`config.mk`:
```
export PLATFORM = sky130hd
export DESIGN_NAME = rotxor_seq
export DESIGN_NICKNAME = d
export VERILOG_FILES = /design/src/rtl/rotxor_pkg.sv /design/src/rtl/rotl_xor_unit.sv /design/src/rtl/rotxor_seq.sv
export SDC_FILE = /design/constraint.sdc
export NUM_CORES = 1
export LEC_CHECK = 0
export ABC_AREA = 1
export CORE_MARGIN = 3
export CORE_UTILIZATION = 35
export DETAILED_ROUTE_END_ITERATION = 7
export SLEW_MARGIN = 15
export SYNTH_ARGS = -nofsm -noshare
export SYNTH_HDL_FRONTEND = slang
export SYNTH_SLANG_ARGS = --single-unit
```
`constraint.sdc`:
```
create_clock -name clk -period 3.6 [get_ports clk]
set_clock_uncertainty 0.1 [all_clocks]
set_input_delay 0.54 -clock clk [delete_from_list [all_inputs] [get_ports clk]]
set_output_delay 0.54 -clock clk [all_outputs]
set_load 0.05 [all_outputs]
```
`src/rtl/rotxor_pkg.sv`:
```
// Shared types and helpers for the rotate/XOR digest sequencer.
package rotxor_pkg;

  localparam int WIDTH_DEF = 32;
  localparam int RW_DEF    = 5;
  localparam int LW_DEF    = 8;

  typedef enum logic [1:0] {
    ST_IDLE = 2'd0,
    ST_RUN  = 2'd1,
    ST_DONE = 2'd2
  } state_t;

  function automatic logic [WIDTH_DEF-1:0] rotl(input logic [WIDTH_DEF-1:0] a,
                                                input logic [RW_DEF-1:0]    amt);
    return (a << amt) | (a >> (WIDTH_DEF - int'(amt)));
  endfunction

endpackage

```
`src/rtl/rotl_xor_unit.sv`:
```
// Combinational fold step: rotate i_a left by i_amt, then XOR with i_b.
module rotl_xor_unit #(
  parameter int WIDTH = 32,
  parameter int RW    = 5
) (
  input  logic [WIDTH-1:0] i_a,
  input  logic [RW-1:0]    i_amt,
  input  logic [WIDTH-1:0] i_b,
  output logic [WIDTH-1:0] o_y
);

  logic [WIDTH-1:0] w_rot;

  // A right shift by the full width yields zero, so amt==0 falls out as identity.
  assign w_rot = (i_a << i_amt) | (i_a >> (WIDTH - int'(i_amt)));
  assign o_y   = w_rot ^ i_b;

endmodule

```
`src/rtl/rotxor_seq.sv`:
```
// Folds a job of words into acc = rotl(acc, rot) ^ word and hands out the digest.
//   state   | meaning
//   IDLE    | waiting for start; outputs quiet
//   RUN     | accepting words, one per cycle, cnt counts down to the last word
//   DONE    | digest presented on out_data until the consumer takes it
module rotxor_seq
  import rotxor_pkg::*;
#(
  parameter int WIDTH = WIDTH_DEF,
  parameter int RW    = RW_DEF,
  parameter int LW    = LW_DEF
) (
  input  logic             clk,
  input  logic             rst,
  input  logic             start,
  input  logic [WIDTH-1:0] seed,
  input  logic [RW-1:0]    rot_amt,
  input  logic [LW-1:0]    len,
  input  logic             abort,
  output logic             busy,
  input  logic             in_valid,
  input  logic [WIDTH-1:0] in_data,
  output logic             in_ready,
  output logic             out_valid,
  output logic [WIDTH-1:0] out_data,
  input  logic             out_ready
);

  state_t           r_state, w_state_nxt;
  logic [WIDTH-1:0] r_acc, w_acc_nxt;
  logic [RW-1:0]    r_rot, w_rot_nxt;
  logic [LW-1:0]    r_cnt, w_cnt_nxt;
  logic [WIDTH-1:0] w_fold;
  logic             w_accept;

  rotl_xor_unit #(.WIDTH(WIDTH), .RW(RW)) u_fold (
    .i_a  (r_acc),
    .i_amt(r_rot),
    .i_b  (in_data),
    .o_y  (w_fold)
  );

  assign busy      = (r_state != ST_IDLE);
  assign in_ready  = (r_state == ST_RUN);
  assign out_valid = (r_state == ST_DONE);
  assign out_data  = out_valid ? r_acc : '0;
  assign w_accept  = in_valid && in_ready;

  always_ff @(posedge clk or posedge rst) begin
    if (rst) begin
      r_state <= ST_IDLE;
      r_acc   <= '0;
      r_rot   <= '0;
      r_cnt   <= '0;
    end else begin
      r_state <= w_state_nxt;
      r_acc   <= w_acc_nxt;
      r_rot   <= w_rot_nxt;
      r_cnt   <= w_cnt_nxt;
    end
  end

  always_comb begin
    w_state_nxt = r_state;
    w_acc_nxt   = r_acc;
    w_rot_nxt   = r_rot;
    w_cnt_nxt   = r_cnt;
    unique case (r_state)
      ST_IDLE: begin
        if (start) begin
          w_acc_nxt   = seed;
          w_rot_nxt   = rot_amt;
          w_cnt_nxt   = len;
          w_state_nxt = (len == '0) ? ST_DONE : ST_RUN;
        end
      end
      ST_RUN: begin
        // abort beats a coincident accept: the word is consumed but dropped
        if (abort) begin
          w_acc_nxt   = '0;
          w_cnt_nxt   = '0;
          w_state_nxt = ST_IDLE;
        end else if (w_accept) begin
          w_acc_nxt = w_fold;
          w_cnt_nxt = r_cnt - LW'(1);
          if (r_cnt == LW'(1)) w_state_nxt = ST_DONE;
        end
      end
      ST_DONE: begin
        if (out_ready) begin
          w_state_nxt = ST_IDLE;
        end else if (abort) begin
          w_acc_nxt   = '0;
          w_state_nxt = ST_IDLE;
        end
      end
      default: w_state_nxt = ST_IDLE;
    endcase
  end

endmodule

```
==> results of run 1 <==
-- sequential cells by signal, indices dropped and copies added (netlist names) --
name / cells
r_cnt: 8
r_acc: 32
r_rot: 5
r_state: 2
-- layout make-up --
class / instances / area (um^2)
sequential: 47 / 1180
clock buffer: 5 / 125
tap: 229 / 287
fill: 2009 / 10200
multi-input combinational: 874 / 4500
timing repair buffer: 136 / 1330
inverter: 96 / 369
clock inverter: 3 / 22.5
-- metrics by stage --
step / hold WS (ps) / utilization / cells / worst slack [ps]
final: 458 / 0.433 / 1390 / 389
after global routing: 498 / 0.433 / 1390 / 251
after CTS: 463 / 0.433 / 1390 / 381
after detailed placement: 444 / 0.425 / 1382 / 680
after global placement: 441 / 0.425 / 1382 / 722
after floorplan: 399 / - / 1090 / 1090
-- cells by family after synthesis --
| family | synth area share |
|---|---|
| buffers and inverters | 0.120 |
| xor gates and xnor gates | 0.00388 |
| AOI/OAI and AO/OA | 0.0883 |
| DFF | 0.182 |
| and+or+nand+nor | 0.592 |
| adders and majority gates | 0.0136 |
-- critical path, stage by stage, from the launching register on --
cell             delay (ps)
dfrtp_1                 430
inv_1                   100
ha_1                    520
buf_12                  240
nand2_1                 100
inv_1                    70
clkdlybuf4s50_1         800
-- metal layers --
layer  wire length (um)  global-route usage
met1              12600               0.396
met5                  0                   0
met2              12100               0.419
met3               2740              0.0566
met4                886              0.0747
-- worst max path at each step --
| stage | start | endpoint | cells past startpoint |
|---|---|---|---|
| finish | r_state[0]$_DFFE_PP0P_ | out_data[16] | 6 |
| global route | r_state[1]$_DFFE_PP0P_ | r_acc[31]$_DFFE_PP0P_ | 12 |
| CTS | r_state[0]$_DFFE_PP0P_ | out_data[16] | 6 |
| floorplan | r_state[0]$_DFFE_PP0P_ | out_data[10] | 6 |
| global placement | abort | r_acc[20]$_DFFE_PP0P_ | 10 |
| detailed placement | abort | r_acc[30]$_DFFE_PP0P_ | 10 |
-- cells in the mapped netlist, drive strengths merged, types with 2 or more instances --
library cell    n  share of area
or2             2         0.0019
xor2            2         0.0039
nor2           56          0.036
ha              7          0.014
inv            96          0.057
nor4            3         0.0029
buf            56          0.053
a2bb2oi         2         0.0027
nand2         199           0.14
o21ai          13          0.011
nand3         463           0.38
dfrtp          47           0.18
a21oi          83          0.064
a22oi           4         0.0047
clkbuf         17         0.0099
nand4          33          0.033
==> flow_metrics.py, run 1 <==
metrics = {
    "clocking": {
        "post-cts-setup-buffer-count": 0,
        "cts_resized": 0,
        "path_clk_slew_ps": 70,
        "post_cts_hold_buffer_count": 0,
        "clkLatencyLatePin_ps": 310,
        "cts_inserted_buffers": 5,
        "ctsHtreeMaxLevel": 2,
        "cts_tree": "built",
        "cts_root_buffer": "clkbuf_16",
        "clockBufferDepth": 2,
        "clock_sinks": 47,
    },
    "sta": {
        "slew_headroom": 0.292,
        "setup_tns_ps": 0,
        "max_freq_mhz": 311,
        "setup_viol": 0,
        "rsz0062_at_grt": "false",
        "fin_crit_ps": 3210,
        "finalMaxSlewViolations": 0,
        "hold_viol_final": 0,
        "min_period_over_period": 0.892,
        "worst_pin_slew_ps": 1050,
    },
    "place": {
        "routabilityCongestion": 0.972,
        "port_buffers": 117,
        "dpl_cell_area_um2": 7660,
        "detailed_place_hpwl_um": 21500,
    },
    "worst_hold_path": {
        "min_to": "r_cnt[1]$_DFFE_PP0P_",
        "hold_class": "reg -> reg",
        "whs_path_depth": 2,
        "hold_start": "r_cnt[1]$_DFFE_PP0P_",
    },
    "finish": {
        "syn_to_final_growth_pct": 21.0,
        "final_layout_size_suffix_gt1_frac": 0.0792,
        "layout_commonest_cell": "nand3_1",
        "antenna_cells": 0,
        "finalNetCount": 1250,
        "final_cell_area_um2": 7810,
        "mostFrequentLayoutCells": "439 x nand3_1, 177 x nand2_1, 117 x clkdlybuf4s50_1",
    },
    "critical_path": {
        "r2r_cells": 12,
        "rrSetupSlack_ps": 600,
        "cp-end-kind": "primary output",
        "crit_required_ps": 2960,
        "arrival_ps": 2570,
        "r2r_end": "r_acc[30]$_DFFE_PP0P_",
        "reg2reg_from": "r_state[1]$_DFFE_PP0P_",
        "startpoint_type": "flop",
        "critPathKind": "reg -> out",
        "cp_max_fo": 22,
    },
    "detailed_routing": {
        "drt-pass1-iter-count": 6,
        "drt_iter0_markers": 924,
        "remaining_drc_errors": 0,
        "viasPerCell": 5.94,
        "drtAntennaViolNets": 0,
        "finalWirelength_um": 28400,
        "wl_per_cell_um": 20.4,
        "dr_total_vias": 8256,
    },
    "flow_run": {
        "cap_violations": 0,
    },
    "yosys": {
        "synth-edff-count": 0,
        "synth_cell_types": 40,
        "netlist_area_um2": 6450,
        "synthFlopType": "dfrtp_1",
        "netlist_instances": 1090,
        "yosysWarnings": 0,
        "seq_area_frac_synth": 0.182,
        "syn_area_per_cell_um2": 5.92,
        "async_flop_share": 1.00,
        "synth_fp_nets": 1180,
        "ys_ff_latch": 47,
    },
    "die": {
        "ios": 118,
        "start_util": 0.358,
        "core_area_um2": 18000,
        "dieArea_um2": 20100,
        "std_cell_rows": 49,
        "dieHeight_um": 142,
        "die_w_um": 142,
    },
    "run_status": {
        "status": "finished clean",
    },
    "global_routing": {
        "grt_util_all_layers": 0.276,
        "grt_pass1_vias": 7623,
        "grt_pass1_wl_um": 43500,
        "grt_max_degree": 48,
        "antenna_found_initial": 0,
        "globalRouteOverflowTotal": 0,
    },
}
Power of run 1 is left out: the tool's default activity adds up to more than one toggle a clock period on the data nets, which glitch-free logic cannot reach.
==> run 2, diff against run 1 <==
--- a/config.mk
+++ b/config.mk
@@ -9,6 +9,7 @@
 export CORE_MARGIN = 3
 export CORE_UTILIZATION = 35
 export DETAILED_ROUTE_END_ITERATION = 7
+export MAX_ROUTING_LAYER = met4
 export SLEW_MARGIN = 15
 export SYNTH_ARGS = -nofsm -noshare
 export SYNTH_HDL_FRONTEND = slang
==> run 2 against run 1 <==
Sequential cell count unchanged. Global-route usage up 0.43 points. Register-to-register slack better by 240 ps. Count of clock-buffer cells in the layout unchanged. Worst setup slack better by 29 ps. Final cell count down 0.14%. Wire length down 1.7%. Critical endpoint is now out_data[13]. Highest routed layer unchanged.
==> flow_metrics.py, run 2 (same netlist as run 1, synthesis figures left out) <==
metrics = {
    "run_status": {
        "status": "finished clean",
    },
    "clocking": {
        "clockBufferDepth": 2,
        "cts_inserted_buffers": 5,
        "cts_root_buffer": "clkbuf_16",
        "clkLatencyLatePin_ps": 310,
        "post-cts-setup-buffer-count": 0,
        "path_clk_slew_ps": 70,
        "clock_sinks": 47,
        "ctsHtreeMaxLevel": 2,
        "cts_tree": "built",
        "post_cts_hold_buffer_count": 0,
        "cts_resized": 0,
    },
    "flow_run": {
        "cap_violations": 0,
    },
    "finish": {
        "fill_cells": 2018,
        "mostFrequentLayoutCells": "439 x nand3_1, 177 x nand2_1, 117 x clkdlybuf4s50_1",
        "largest_reg_flops": 32,
        "largestRegisters": "r_acc (32), r_cnt (8), r_rot (5)",
        "layout_commonest_cell": "nand3_1",
        "syn_to_final_growth_pct": 21.1,
        "fin_util": 0.434,
        "largest_register": "r_acc",
        "finalNetCount": 1249,
        "final_layout_size_suffix_gt1_frac": 0.0777,
        "layout.cells.non_filler": 1388,
        "antenna_cells": 0,
    },
    "sta": {
        "rsz0062_at_grt": "false",
        "worst_pin_slew_ps": 1170,
        "finalMaxSlewViolations": 0,
        "setup_viol": 0,
        "min_period_over_period": 0.884,
        "max_freq_mhz": 314,
        "fin_crit_ps": 3180,
        "timing.final.ws_setup_ps": 418,
        "setup_tns_ps": 0,
        "slew_headroom": 0.220,
        "hold_viol_final": 0,
    },
    "place": {
        "port_buffers": 117,
        "routabilityCongestion": 0.959,
        "detailed_place_hpwl_um": 21100,
        "dp.cells": 1381,
        "pre_cts_ws_ps": 738,
    },
    "critical_path": {
        "r2r_end": "r_acc[16]$_DFFE_PP0P_",
        "critPathKind": "reg -> out",
        "cp-end-kind": "primary output",
        "cp_max_fo": 22,
        "crit_required_ps": 2960,
        "reg2reg_from": "r_rot[0]$_DFFE_PP0P_",
        "rrSetupSlack_ps": 840,
        "startpoint_type": "flop",
        "arrival_ps": 2540,
        "r2r_cells": 9,
    },
    "worst_hold_path": {
        "whs_path_depth": 2,
        "min_to": "r_state[0]$_DFFE_PP0P_",
        "hold_class": "reg -> reg",
        "hold_start": "r_state[0]$_DFFE_PP0P_",
    },
    "global_routing": {
        "grt_pass1_wl_um": 43400,
        "grt_util_all_layers": 0.280,
        "antenna_found_initial": 0,
        "grt_pass1_vias": 7764,
        "globalRouteOverflowTotal": 0,
        "grt_max_degree": 48,
    },
    "detailed_routing": {
        "drtAntennaViolNets": 0,
        "remaining_drc_errors": 0,
        "wl_per_cell_um": 20.1,
        "drt_iter0_markers": 898,
        "drt-pass1-iter-count": 6,
        "finalWirelength_um": 27900,
        "viasPerCell": 5.93,
        "dr_total_vias": 8230,
    },
    "die": {
        "core_area_um2": 18000,
        "dieHeight_um": 142,
        "ios": 118,
        "start_util": 0.358,
        "std_cell_rows": 49,
        "die_w_um": 142,
        "dieArea_um2": 20100,
    },
}
[run 2: changes by cell type in the layout (fill, tap and decap cells not counted)]
cell | previous run | this run
clkinv_2 | 2 | 1
inv_1 | 85 | 86
buf_4 | 18 | 17
inv_6 | 2 | 0
bufinv_16 | 0 | 1
clkinvlp_4 | 0 | 1
clkinv_1 | 1 | 0
[run 2: per-layer routing]
metal	vias up	wire, um	GRT usage
met5	-	0	-
li1	3921	-	-
met1	3845	12400	0.396
met4	0	773	0.0742
met3	53	2540	0.0415
met2	411	12200	0.419
[run 2: metrics by stage]
| stage | hold slack [ps] | instance area, um^2 |
|---|---|---|
| detailed placement | 446 | 7650 |
| floorplan | 399 | 6450 |
| global placement | 437 | 7650 |
| global route | 507 | 7810 |
| CTS | 461 | 7810 |
| finish | 459 | 7810 |
[run 2: worst max-delay path, cell delays in order, from the launching register on]
cell	delay (ps)
dfrtp_1	420
inv_1	90
ha_1	540
buf_12	240
nand2_1	60
inv_1	60
clkdlybuf4s50_1	820
[run 2: area by class of cell]
class	instances	area, um^2	share of cell area
clock buffer	5	125	0.0160
clock inverter	2	37.5	0.00480
inverter	96	369	0.0472
multi-input combinational	874	4500	0.576
sequential	47	1180	0.151
tap	229	287	0.0367
timing repair buffer	135	1320	0.169
[run 2: how the worst max path moves through the flow]
stage                           start      endpoint  slack [ps]  cells after the start
2_1_floorplan  r_state[0]$_DFFE_PP0P_  out_data[10]        1090                      6
3_3_place_gp   r_state[0]$_DFFE_PP0P_  out_data[23]         780                      6
3_5_place_dp   r_state[0]$_DFFE_PP0P_  out_data[13]         740                      6
4_1_cts        r_state[0]$_DFFE_PP0P_  out_data[13]         410                      6
5_1_grt        r_state[0]$_DFFE_PP0P_  out_data[16]         270                      6
6_report       r_state[0]$_DFFE_PP0P_  out_data[13]         420                      6
Power of run 2 is left out for the same reason.
==> edit 1, RTL diff (config.mk and constraints of run 1) <==
Make the reset (`rst`) synchronous in one clocked block.
--- a/src/rtl/rotxor_seq.sv
+++ b/src/rtl/rotxor_seq.sv
@@ -47,5 +47,5 @@
   assign w_accept  = in_valid && in_ready;
 
-  always_ff @(posedge clk or posedge rst) begin
+  always_ff @(posedge clk) begin
     if (rst) begin
       r_state <= ST_IDLE;
Check against the original RTL: differs if rst is asserted again (counterexample within 4 cycles, from zero or initial values and one cycle with rst high); with rst held inactive, the same outputs for 4 cycles.
==> edit 1 against run 1 <==
- wire length decreased by 0.86%
- synthesized area decreased by 1.7%
- register-to-register slack improved by 0.38 ns
- die area decreased by 1.7%
- sequential cell count unchanged
- count of clock-buffer cells in the layout unchanged
- setup slack improved by 0.16 ns
- global-route usage increased by 0.26 points
- non-clock buffer count increased by 3
- final area decreased by 1.4%
- critical endpoint is now out_data[15]
- largest cell class unchanged
==> edit 1: results (changes against run 1) <==
stage,metric,value,unit,change
timing,Worst-Margin Slew,1.015,ns,-0.04010 ns
placed_design,DP Area,7543,µm²,-1.5%
synthesis,post-synth cell types,36,,-10%
setup_path,"Arr. time, crit path",2.41,ns,-0.16 ns
synthesis,synth top area cells,"nand3_1, nand2_1, dfxtp_1, a21oi_1, inv_1",,
synthesis,Post-Synth Adder-Cell Area,1.382,%,+0.024 points
synthesis,main flop type after synthesis,dfxtp_1,,
synthesis,Synth top cells by count,"nand3_1, nand2_1, inv_1",,
setup_path,Reg-to-Reg Start,r_rot[1],,
detailed_routing,WL/cell,19.06,µm,-6.6%
global_routing,Tot GR Track Use,27.84,%,+0.26 points
detailed_routing,First DRT Iteration DRCs,1101,,+19%
finish,Final Net Count,1340,,+7.2%
setup_path,Worst Setup SP,r_state[0],,
synthesis,"Seq/Total Area, Yosys",14.85,%,-3.4 points
placed_design,routability cong.,0.9717,,about the same
synthesis,Post-Synth XOR/XNOR Area,0.5331,%,+0.15 points
setup_path,crit-path max FO,24,,+9.1%
clock_tree,clock-pin slew on the worst setup and hold paths,0.08,ns,
global_routing,vias in the first global route,7902,,+3.7%
placed_design,post-DP HPWL,21770,µm,+1.0%
detailed_routing,via count,8609,,+4.3%
synthesis,syn avg cell area,5.357,µm²,-9.5%
clock_tree,clock tree buffer depth,2,,unchanged
outcome,status,completed,,
worst_hold_path,worst hold start,r_cnt[6],,
global_routing,GRT met2 Usage,40.78,%,-1.1 points
detailed_routing,Vias per Instance,5.833,,-1.8%
detailed_routing,drt first pass iters,5,,-1
power,Max IR drop VDD,0.5532,mV,
global_routing,met3 usage,4.780,%,-0.88 points
synthesis,Compound-Gate Fraction of Synth Area,11.96,%,+3.1 points
synthesis,Synth Warn #,0,,unchanged
## edit 1: cell type report
type	instances	area [µm²]
Sequential cell	47	940.9
Clock inverter	3	28.78
Inverter	113	429.2
Timing Repair Buffer	139	1349
Fill cell	2028	9839
Multi-Input combinational cell	944	4543
Tap cell	225	281.5
Clock buffer	5	125.1
## edit 1: where the power goes
group	total, µW	internal, µW	switching (µW)
registers	1220	777	445
logic	6550	2010	4550
clock network	541	270	272
total	8320	3050	5270
## edit 1: worst min-delay path: cells and delay by family, from the launching register on
kind,cells,cell delay (ns)
compound gates,1,0.08
buf+inv,1,0.08
flops,1,0.33
## edit 1: stage by stage
| stage | hold WS (ns) | power (µW) | setup slack (ns) |
|---|---|---|---|
| floorplan | 0.3812 | 5823 | 1.172 |
| CTS | 0.4384 | 8216 | 0.5352 |
| global route | 0.4777 | 9116 | 0.3981 |
| global placement | 0.4209 | 7661 | 0.8874 |
| finish | 0.4377 | 8317 | 0.5511 |
| detailed placement | 0.4257 | 7657 | 0.8419 |
## edit 1: path summary, 6_finish.rpt
path	endpoint	slack [ns]
min reg2reg	r_cnt[6]	0.44
min	r_cnt[6]	0.44
max reg2reg	r_acc[20]	0.98
max	out_data[15]	0.55
## edit 1: logic make-up (layout without fill, tap and decap cells)
kind of cell / after synthesis / after routing
AO/OA/AOI/OAI: 144 / 144
AND/OR/NAND/NOR: 790 / 790
XOR/XNOR: 3 / 3
adder cells (fa/ha/maj): 7 / 7
flip-flops: 47 / 47
buffers and inverters: 192 / 260
## edit 1: per-layer routing
metal	vias to the layer above	routed length, µm	share of wire, %
met2	394	11880	42
met4	0	849	3.0
met3	45	2840	10
li1	4209	-	-
met1	3961	12560	45
met5	-	0	0
==> edit 2, RTL diff (flow settings as in run 1) <==
Made on the original files. Set the package constant `WIDTH_DEF` to 48 (it was 32).
--- a/src/rtl/rotxor_pkg.sv
+++ b/src/rtl/rotxor_pkg.sv
@@ -2,5 +2,5 @@
 package rotxor_pkg;
 
-  localparam int WIDTH_DEF = 32;
+  localparam int WIDTH_DEF = 48;
   localparam int RW_DEF    = 5;
   localparam int LW_DEF    = 8;
Interface: changed (resized in_data, out_data and seed); port bits go from 118 to 166. The function was not compared with the original's and may differ.
==> edit 2 against run 1 <==
- sequential cell count increased by 16
- die area increased by 48%
- global-route usage grew 5.3 points
- synthesized area rose by 50%
- setup slack gained 0.092 ns
- wire length up 75%
- final area grew 51%
Power is left out: the tool's default activity adds up to more than one toggle a clock period on the data nets, which glitch-free logic cannot reach.
==> edit 2: results (changes against run 1) <==
stage,metric,value,unit,change
outcome,status,completed,,
clock_tree,clock-pin slew on the worst setup and hold paths,0.08,ns,
global_routing,global-route wire length before repair,73670,µm,+69%
global_routing,largest net degree at the start of global routing,81,,+69%
finish,layout cells sized above 1,4.855,%,-3.1 points
finish,Final Net Count,2012,,+61%
setup_path,"Arr. time, crit path",3.30,ns,+0.73 ns
clock_tree,TritonCTS Buffers,9,,+4
detailed_routing,# DRC,0,,unchanged
finish,Diodes inserted,0,,unchanged
synthesis,main flop type after synthesis,dfrtp_1,,
placed_design,post-DP HPWL,38330,µm,+78%
synthesis,ys async rst share,100.0,%,unchanged
global_routing,vias in the first global route,11863,,+56%
finish,FILL cells,3024,,+51%
placed_design,count of buffers from port buffering,165,,+41%
clock_tree,# Post-CTS Setup Buffers,0,,unchanged
synthesis,Synth Warn #,0,,unchanged
setup_path,Crit Reg-Reg Endpoint,r_acc[2],,
setup_path,r2r worst-path depth,14,,+2
finish,Largest regs,"r_acc x48, r_cnt x8, r_rot x5",,
global_routing,Tot GR Track Use,32.87,%,+5.3 points
detailed_routing,drt first pass iters,5,,-1
worst_hold_path,Hold Crit Class,in -> async,,
synthesis,"Seq/Total Area, Yosys",16.27,%,-2.0 points
synthesis,Synth top cells by count,"nand3_1, nand2_1, nor2_1",,
synthesis,synth top area cells,"nand3_1, nand2_1, dfrtp_1, a21oi_1, nor2_1",,
detailed_routing,Vias per Instance,5.750,,-3.2%
timing,Rel. slew slack,40.67,%,+11 points
setup_path,crit-path max FO,19,,-14%
clock_tree,worst-skew pair later-pin latency,0.36,ns,+0.05 ns
clock_tree,clock tree buffer depth,2,,unchanged
detailed_routing,WL/cell,21.93,µm,+7.4%
synthesis,syn_nets,1924,,+63%
setup_path,Worst R2R Setup Slack,0.48,ns,-0.12 ns
global_routing,initial antenna violation count,0,,unchanged
setup_path,Reg-to-Reg Start,r_rot[0],,
placed_design,routability cong.,0.9858,,+1.4%
detailed_routing,First DRT Iteration DRCs,1589,,+72%
clock_tree,post_cts resized,0,,unchanged
clock_tree,Root Buffer,clkbuf_16,,
synthesis,post-synth cell types,43,,+7.5%
clock_tree,H-Tree Level Count,3,,+1
[edit 2: cell types whose count changed after synthesis, moves of 7 or more]
| cell | delta |
|---|---|
| nand2_1 | +363 |
| nand3_1 | +126 |
| nor2_1 | +86 |
| a21oi_1 | +40 |
| nand3b_1 | +34 |
| buf_2 | +26 |
| nand3_2 | -17 |
| dfrtp_1 | +16 |
| nand2_4 | -16 |
| o21ai_0 | +16 |
| nand4_1 | -14 |
| inv_2 | +9 |
| buf_6 | +8 |
| buf_1 | +7 |
[edit 2: area by class of cell]
cell class / count / area (µm²) / area share, %
Clock inverter: 6 / 70.07 / 0.5952
Clock buffer: 10 / 239.0 / 2.030
Sequential cell: 63 / 1578 / 13.40
Multi-Input combinational cell: 1511 / 7061 / 59.98
Inverter: 106 / 401.6 / 3.412
Timing Repair Buffer: 199 / 1957 / 16.62
Tap cell: 372 / 465.4 / 3.954
[edit 2: layer usage]
metal	share of wire [%]	vias up	track usage, %
li1	-	6240	-
met2	43	615	50.64
met3	8.6	78	7.407
met4	2.8	0	9.406
met1	45	6103	46.04
met5	0	-	0
[edit 2: metrics by stage]
stage / utilization (%) / cell area (µm²) / instances / hold WS (ns) / setup slack (ns)
5_1_grt: 43.43 / 11770 / 2267 / 0.3612 / 0.2672
3_3_place_gp: 42.29 / 11460 / 2251 / 0.3756 / 0.6164
3_5_place_dp: 42.29 / 11460 / 2251 / 0.3773 / 0.5912
2_1_floorplan: - / 9692 / 1802 / 0.3530 / 0.9549
6_report: 43.43 / 11770 / 2267 / 0.3343 / 0.4809
4_1_cts: 43.43 / 11770 / 2267 / 0.3368 / 0.5618
[edit 2: how the worst max path moves through the flow]
stage          cells past startpoint  slack [ns]       start           end
2_1_floorplan                      6        0.95  r_state[0]  out_data[27]
3_3_place_gp                      12        0.62    r_rot[0]      r_acc[8]
3_5_place_dp                      15        0.59    r_rot[0]     r_acc[17]
4_1_cts                           15        0.56    r_rot[0]     r_acc[17]
5_1_grt                           15        0.27    r_rot[0]     r_acc[17]
6_report                          14        0.48    r_rot[0]      r_acc[2]
[edit 2: cells by family (layout without fill, tap and decap cells)]
group / Yosys count / after routing / share of synthesized area [%]
AOI/OAI and AO/OA: 179 / 179 / 9.902
xor gates and xnor gates: 1 / 1 / 0.2841
adders and majority gates: 7 / 7 / 0.9037
buffers and inverters: 228 / 321 / 10.99
DFF: 63 / 63 / 16.27
and+or+nand+nor: 1324 / 1324 / 61.66
[edit 2: critical path: stages, from the launching register on]
cell	delay (ns)
dfrtp_2	0.43
inv_4	0.19
ha_1	0.29
inv_1	0.59
buf_12	0.24
nand3_1	0.08
nand3_1	0.11
nand3_1	0.18
nand3_1	0.20
nand2_1	0.07
nand2_1	0.14
nand2_1	0.08
nand2_1	0.06
nand3_1	0.09
a21oi_1	0.15
